--- src/rtl/fb_pkg.sv ---
// Shared frame-buffer geometry and writer state encoding, used by both the
// write side and the VGA pixel printer so the two agree on the RAM window.
package fb_pkg;

  localparam int FB_IMG_W     = 300;
  localparam int FB_IMG_H     = 300;
  localparam int FB_BASE_ADDR = 324;
  localparam int FB_PIXELS    = FB_IMG_W * FB_IMG_H;
  localparam int FB_ADDR_W    = 17;
  localparam int FB_DATA_W    = 8;

  typedef enum logic [1:0] {
    IDLE  = 2'd0,
    LOAD  = 2'd1,
    CLEAR = 2'd2,
    DONE  = 2'd3
  } fb_state_t;

endpackage

--- src/rtl/frame_buffer_writer.sv ---
// Write side of the grayscale frame buffer: loads a raster-order pixel stream
// or fills the frame with a constant, through a registered RAM write port.
module frame_buffer_writer
  import fb_pkg::*;
#(
  parameter int IMG_W     = FB_IMG_W,
  parameter int IMG_H     = FB_IMG_H,
  parameter int BASE_ADDR = FB_BASE_ADDR,
  parameter int ADDR_W    = FB_ADDR_W,
  parameter int DATA_W    = FB_DATA_W
) (
  input  logic              vga_clk,
  input  logic              rst,
  input  logic              start,
  input  logic              clear,
  input  logic [DATA_W-1:0] fill_value,
  input  logic              s_valid,
  input  logic [DATA_W-1:0] s_data,
  input  logic              s_last,
  output logic              s_ready,
  output logic              we,
  output logic [ADDR_W-1:0] wr_address,
  output logic [DATA_W-1:0] wr_data,
  output logic              busy,
  output logic              done,
  output logic              error
);

  localparam int PIXELS = IMG_W * IMG_H;
  localparam int CNT_W  = $clog2(PIXELS);

  // The last pixel of the window must still be addressable by the RAM.
  generate
    if ((BASE_ADDR + PIXELS - 1) >= (1 << ADDR_W)) begin : g_addr_check
      $error("frame_buffer_writer: BASE_ADDR+IMG_W*IMG_H-1 does not fit in ADDR_W bits");
    end
  endgenerate

  fb_state_t         r_state;
  logic [CNT_W-1:0]  r_cnt;
  logic [DATA_W-1:0] r_fill;
  logic              r_we;
  logic [ADDR_W-1:0] r_wr_address;
  logic [DATA_W-1:0] r_wr_data;
  logic              r_busy;
  logic              r_done;
  logic              r_error;

  logic              w_beat;
  logic              w_final;
  logic [ADDR_W-1:0] w_addr;

  assign s_ready = (r_state == LOAD);
  assign w_beat  = s_valid & s_ready;
  assign w_final = (r_cnt == CNT_W'(PIXELS - 1));
  assign w_addr  = ADDR_W'(BASE_ADDR) + ADDR_W'(r_cnt);

  assign we         = r_we;
  assign wr_address = r_wr_address;
  assign wr_data    = r_wr_data;
  assign busy       = r_busy;
  assign done       = r_done;
  assign error      = r_error;

  // Write port is registered, so the final write and the done pulse land together in DONE.
  always_ff @(posedge vga_clk or posedge rst) begin
    if (rst) begin
      r_state      <= IDLE;
      r_cnt        <= '0;
      r_fill       <= '0;
      r_we         <= 1'b0;
      r_wr_address <= ADDR_W'(BASE_ADDR);
      r_wr_data    <= '0;
      r_busy       <= 1'b0;
      r_done       <= 1'b0;
      r_error      <= 1'b0;
    end else begin
      r_we   <= 1'b0;
      r_done <= 1'b0;
      case (r_state)
        IDLE: begin
          if (start) begin
            r_state <= LOAD;
            r_busy  <= 1'b1;
            r_cnt   <= '0;
            r_error <= 1'b0;
          end else if (clear) begin
            r_state <= CLEAR;
            r_busy  <= 1'b1;
            r_cnt   <= '0;
            r_fill  <= fill_value;
            r_error <= 1'b0;
          end
        end
        LOAD: begin
          if (w_beat) begin
            r_we         <= 1'b1;
            r_wr_address <= w_addr;
            r_wr_data    <= s_data;
            r_cnt        <= r_cnt + CNT_W'(1);
            // A frame ends on the last pixel or an early s_last; any disagreement is a framing error.
            if (w_final || s_last) begin
              r_state <= DONE;
              r_busy  <= 1'b0;
              r_done  <= 1'b1;
              if (w_final != s_last) begin
                r_error <= 1'b1;
              end
            end
          end
        end
        CLEAR: begin
          r_we         <= 1'b1;
          r_wr_address <= w_addr;
          r_wr_data    <= r_fill;
          r_cnt        <= r_cnt + CNT_W'(1);
          if (w_final) begin
            r_state <= DONE;
            r_busy  <= 1'b0;
            r_done  <= 1'b1;
          end
        end
        DONE: begin
          r_state <= IDLE;
        end
        default: begin
          r_state <= IDLE;
          r_busy  <= 1'b0;
        end
      endcase
    end
  end

endmodule

--- config.mk ---
export PLATFORM = sky130hd
export DESIGN_NAME = frame_buffer_writer
export DESIGN_NICKNAME = d
export VERILOG_FILES = /design/src/rtl/fb_pkg.sv /design/src/rtl/frame_buffer_writer.sv
export SDC_FILE = /design/constraint.sdc
export NUM_CORES = 1
export LEC_CHECK = 0
export ABC_AREA = 1
export CORE_UTILIZATION = 45
export CTS_CLUSTER_DIAMETER = 100
export DETAILED_ROUTE_END_ITERATION = 16
export GPL_TIMING_DRIVEN = 0
export PLACE_DENSITY_LB_ADDON = 0.08
export SYNTH_ARGS = -nofsm -noshare
export SYNTH_HDL_FRONTEND = slang
export SYNTH_SLANG_ARGS = --single-unit
--- constraint.sdc ---
create_clock -name vga_clk -period 2.8 [get_ports vga_clk]
set_input_delay 0.7 -clock vga_clk [delete_from_list [all_inputs] [get_ports vga_clk]]
set_output_delay 0.7 -clock vga_clk [all_outputs]
set_load 0.03 [all_outputs]
# ---- Word level (Yosys, flattened, before mapping)
# Index checks and enable logic that the tools add are counted.
# W data, S select, Z words.
dict set report totals {
  register_bits 56
  output_inout_bits 30
  in_bits 22
}
dict set report op_classes {
  add_sub_neg 2
  n_mux 32
  bitwise_logic 2
  n_reduce_logical 11
  eq_ne 10
}
# operator count
set op_table {}
lappend op_table {{$mux W17} 4}
lappend op_table {{$pmux W17 S3} 1}
lappend op_table {{$pmux W17 S2} 1}
lappend op_table {{$add A17 B1 Y17 const B} 1}
lappend op_table {{$add A9 B17 Y17 const A} 1}
lappend op_table {{$eq A17 B17 Y1 const B} 1}
lappend op_table {{$pmux W8 S2} 1}
lappend op_table {{$mux W1} 14}
lappend op_table {{$mux W2} 5}
lappend op_table {{$reduce_and A5 Y1} 2}
lappend op_table {{$mux W8} 1}
lappend op_table {{$pmux W2 S4} 1}
lappend op_table {{$ne A2 B1 Y1 const B} 3}
lappend op_table {{$pmux W1 S2} 3}
lappend op_table {{$reduce_and A3 Y1} 2}
lappend op_table {{$eq A2 B2 Y1 const B} 2}
lappend op_table {{$reduce_and A4 Y1} 1}
lappend op_table {{$reduce_bool A2 Y1} 2}
lappend op_table {{$ne A3 B3 Y1 const B} 1}
lappend op_table {{$pmux W1 S3} 1}
lappend op_table {{$reduce_bool A3 Y1} 1}
lappend op_table {{$eq A2 B1 Y1 const B} 1}
lappend op_table {{$logic_not A2 Y1} 1}
lappend op_table {{$ne A2 B2 Y1 const B} 1}
lappend op_table {{5 further kinds} 5}

# ---- Longest topological paths before layout
dict set report logic_depth {
  ltp_word 6
  ltp_mapped 11
  mapped_depth_nobuf 11
}

# ---- Least setup slack after synthesis
# No wires, ideal clock.
dict set report synth_timing {
  kind {reg2reg}
  from {reg r_cnt[3]}
  to {reg r_error, in the netlist error}
  period_less_slack_ns 1.791
  stages_incl_launch_ff 11
  path_buffers 0
  slack_ns 1.009
  t_arrival_ns 1.664
  required_time_ns 2.673
  cell_sequence {dfrtp_1 -> ha_1 -> nand2_1 -> nor2_1 -> nand4_2 -> ha_1 -> a21oi_1 -> and2_1 -> nand2_1 -> nand2_1 -> o21ai_0}
}
dict set report synth_between {
  elab_chain_len 4
  word_cells_on_any_way 6
}
# item line_no
set synth_rtl {}
lappend synth_rtl {{start: declaration} frame_buffer_writer.sv:40} ;# logic [CNT_W-1:0] r_cnt;
lappend synth_rtl {{start signal: assignment} frame_buffer_writer.sv:100} ;# r_cnt <= r_cnt + CNT_W'(1);
lappend synth_rtl {{start signal: assignment} frame_buffer_writer.sv:116} ;# r_cnt <= r_cnt + CNT_W'(1);
lappend synth_rtl {{$eq A17 B17 Y1 *} frame_buffer_writer.sv:55} ;# assign w_final = (r_cnt == CNT_W'(PIXELS - 1));
lappend synth_rtl {{$ne A1 B1 Y1 / $logic_or A1 B1 Y1 (equally long branches)} {frame_buffer_writer.sv:106, frame_buffer_writer.sv:102}}
lappend synth_rtl {{$ne A2 B1 Y1 (no source line)} n/a}
lappend synth_rtl {{$reduce_and A5 Y1 (no source line) *} n/a}
lappend synth_rtl {{end signal: assignment} frame_buffer_writer.sv:76} ;# r_error <= 1'b0;
lappend synth_rtl {{end signal: assignment} frame_buffer_writer.sv:86} ;# r_error <= 1'b0;
lappend synth_rtl {{end signal: assignment} frame_buffer_writer.sv:107} ;# r_error <= 1'b1;
lappend synth_rtl {{end: declaration} frame_buffer_writer.sv:47} ;# logic r_error;
# Every way passes the cells marked *; elsewhere a longest branch is shown, timed or not.
# A chain may end at the register's enable or synchronous reset.

# ---- Final worst setup path
dict set report layout_timing {
  from {reg r_state[1]}
  to {out s_ready}
}
dict set report layout_between {
  elab_chain_len 1
}
# item line_no
set layout_rtl {}
lappend layout_rtl {{start: declaration} frame_buffer_writer.sv:39} ;# fb_state_t r_state;
lappend layout_rtl {{start signal: assignment} frame_buffer_writer.sv:68} ;# r_state <= IDLE;
lappend layout_rtl {{start signal: assignment} frame_buffer_writer.sv:83} ;# r_state <= LOAD;
lappend layout_rtl {{start signal: assignment} frame_buffer_writer.sv:88} ;# r_state <= CLEAR;
lappend layout_rtl {{$eq A2 B1 Y1} frame_buffer_writer.sv:53} ;# assign s_ready = (r_state == LOAD);
lappend layout_rtl {{end: declaration} frame_buffer_writer.sv:20} ;# output logic s_ready,
# Every way passes these cells.

==> metrics.md <==
| Metric | Value |
|---|---|
| Status | `completed` |
| Die X | `85.4 um` |
| Die height | `85.4 um` |
| First-pass GRT wire length | `12900 um` |
| Pwr Density | `836 mW/mm2` |
| Synth-to-Final Area Change | `23.3%` |
| DRC Markers | `0` |
| Final total negative setup slack | `0 ps` |
| Asr flop ratio synth | `100%` |
| Drt pass-1 iters | `4` |
| FMAX | `0.389 GHz` |
| CTS buffer count | `5` |
| Critical-path maximum fanout | `6` |
| Remaining Overflow, GRT | `0` |
| Post-Syn Area per Cell | `7.90 um2` |
| CP arrival | `1870 ps` |
| Gate Count Post-Synth | `396` |
| Storage cell area | `0.00141 mm2` |
| Worst min path class | `flip-flop to flip-flop` |
| Worst-case clock skew | `14.7 ps` |
| Worst slew margin | `63.2%` |
| RSZ-0062 raised after global routing | `false` |
| Simple-Gate Fraction of Synth Area | `33.2%` |
| Die area | `0.00729 mm2` |
| RePlAce Congestion | `0.909` |
| WS Path Type | `flip-flop to primary output` |
| Final core occ | `57.1%` |
| Register area share after synthesis | `44.9%` |
| Fill cells | `651` |
| Fin. Hold Viols | `0` |
| Ys flop type | `dfrtp_1` |
| Final setup margin | `231 ps` |
| Adder-cell area share of the yosys netlist | `2.80%` |
| Clock tree buffer depth | `2` |
| Iter 0 DRT Violations | `170` |
| Final wirelength | `7430 um` |
| CTS Hold Buffers Added | `0` |
| Max IR drop VDD | `0.000561 V` |
| WL/cell | `13.9 um` |
| Remaining antenna violation count | `0` |
| Total track usage | `22.6%` |
| Compound-Gate Fraction of Synth Area | `8.84%` |
| Clock Latency Late Sink | `320 ps` |
| Starting Density | `46.3%` |
| Clock transition at the registers of the reported paths | `100 ps` |
| PortBufs | `51` |
| # setup viols final | `0` |
| H-tree level count | `2` |
| Post-route insts no fill | `536` |
| Leakage | `1.77 nW` |
| I/O pin total | `52` |
| Worst reg2reg path depth | `10` |
| HPWL Detailed | `5730 um` |
| Vias in the first global route | `2734` |
| CTS sink count | `56` |
| Period utilization | `91.7%` |
| Largest family of logic cells by synthesized area | `simple AND/OR/NAND/NOR gates` |
| Dpl cells | `528` |
| Critical R2R Capture | `busy` |
| Post-CTS resize count | `0` |
| Pins Over Slew Limit | `0` |
| Reg2reg setup slack | `640 ps` |
| Fin crit period | `2570 ps` |
| Area of the multi-input gates | `0.00153 mm2` |
| CP Data Required Time | `2100 ps` |
| EDFF count, synth | `0` |
| Finished Cell Area | `0.00386 mm2` |
| Synthesized area | `0.00313 mm2` |
| Slew @ Worst Pin | `551 ps` |
| Distinct cell type count after synthesis | `33` |
| Post-synthesis register bit count | `56` |
| CORE AREA | `0.00676 mm2` |
| Initial antenna violation count | `0` |
| Start point of the critical path | `r_state[1]` |
| Maxcap violations | `0` |
| Post-Synth XOR/XNOR Area | `1.12%` |
| Worst Setup End Kind | `primary output` |
| # rows | `30` |
| Worst reg2reg startpoint | `r_cnt[0]` |
| Via-to-Cell Ratio | `5.18` |
| DR vias | `2778` |
| Layout cells sized above 1 | `14.3%` |
| CTS tree | `done` |
| Final nets | `484` |
| Place WS | `528 ps` |
| Clock root cell | `clkbuf_8` |
| N_diodes | `0` |
| Pin count of the biggest net entering global routing | `33` |
| Syn. warnings | `0` |
| CP endpoint | `s_ready` |
| Post CTS Setup Buffer Count | `0` |
| Mux contribution to synthesized area | `2.88%` |
| Syn nets | `425` |
| Area post-placement | `0.00376 mm2` |
| Critical Path Source Type | `flip-flop` |
## cell usage in the layout (no fill, tap or decap), types with 2 or more instances in the layout
cell type and instances:
nor2_2 2, dfstp_2 3, dfrtp_1 53, xnor2_1 2, nand2_2 11, a21oi_1 8, inv_1 27, nand2_4 2
o21ai_1 14, clkdlybuf4s50_1 51, nand2_1 100, inv_6 2, inv_2 9, nor3_1 7, nor2_4 6, o21ai_0 10
nand3_1 42, buf_2 9, mux2_2 8, nor2_1 43, ha_1 7, a31oi_1 11, xor2_1 2, nand4_1 9
clkbuf_8 5
## worst max-delay path: stages, from the launching register on
cell	delay [ps]
dfrtp_1	420
inv_1	90
ha_1	320
clkdlybuf4s50_1	730
## kinds of logic after synthesis
kind of cell	Yosys count
fa+ha+maj	7
flops	56
simple gates	225
xor+xnor	4
buf+inv	48
mux	8
compound gates	48
## per-stage QoR
step | hold slack (ps) | total power [mW]
finish | 487 | 3.22
global route | 504 | 3.48
CTS | 492 | 3.27
detailed placement | 464 | 2.78
global placement | 457 | 2.74
floorplan | 454 | 2.21
## power breakdown
part | internal, mW | total [mW] | switching, mW
Sequential | 1.03 | 1.14 | 0.118
Clock | 0.190 | 0.484 | 0.294
Combinational | 0.574 | 1.60 | 1.02
## routing by layer
| metal | vias up | GRT usage [%] | wire, um |
|---|---|---|---|
| li1 | 1416 | - | - |
| met1 | 1291 | 29.2 | 3380 |
| met2 | 63 | 38.8 | 3570 |
| met3 | 8 | 5.16 | 402 |
| met4 | 0 | 5.45 | 80 |
| met5 | - | 0 | 0 |
## state kept, by name (all words and copies together) (netlist names)
signal and flops:
wr_address 17, done 1, busy 1, r_fill 8, wr_data 8, r_state 2
we 1, r_cnt 17, error 1
## worst min-delay path by stage
stage / start / endpoint / cells after the start
5_1_grt: wr_address[3] / wr_address[3] / 2
4_1_cts: wr_address[3] / wr_address[3] / 2
3_3_place_gp: busy / busy / 2
6_report: wr_address[3] / wr_address[3] / 2
3_5_place_dp: wr_address[3] / wr_address[3] / 2
2_1_floorplan: r_cnt[2] / wr_address[2] / 1
## synthesized netlist by cell type (all sizes together), types with 3 or more instances
cell type	count	area, um2
a21oi	9	56.3
a31oi	11	68.8
buf	10	52.6
dfrtp	53	1330
dfstp	3	78.8
ha	7	87.6
inv	36	135
mux2	8	90.1
nand2	113	467
nand3	42	210
nand4	10	68.8
nor2	51	241
nor3	8	45.0
o21ai	25	129
## area by class of cell
class | count | area share, %
multi-input combinational | 292 | 39.6
sequential | 56 | 36.4
timing repair buffer | 52 | 13.8
inverter | 36 | 3.50
tap | 80 | 2.59
clock buffer | 5 | 1.78
buffer | 12 | 1.59
clock inverter | 3 | 0.746
(Power assumes the default switching activity.)
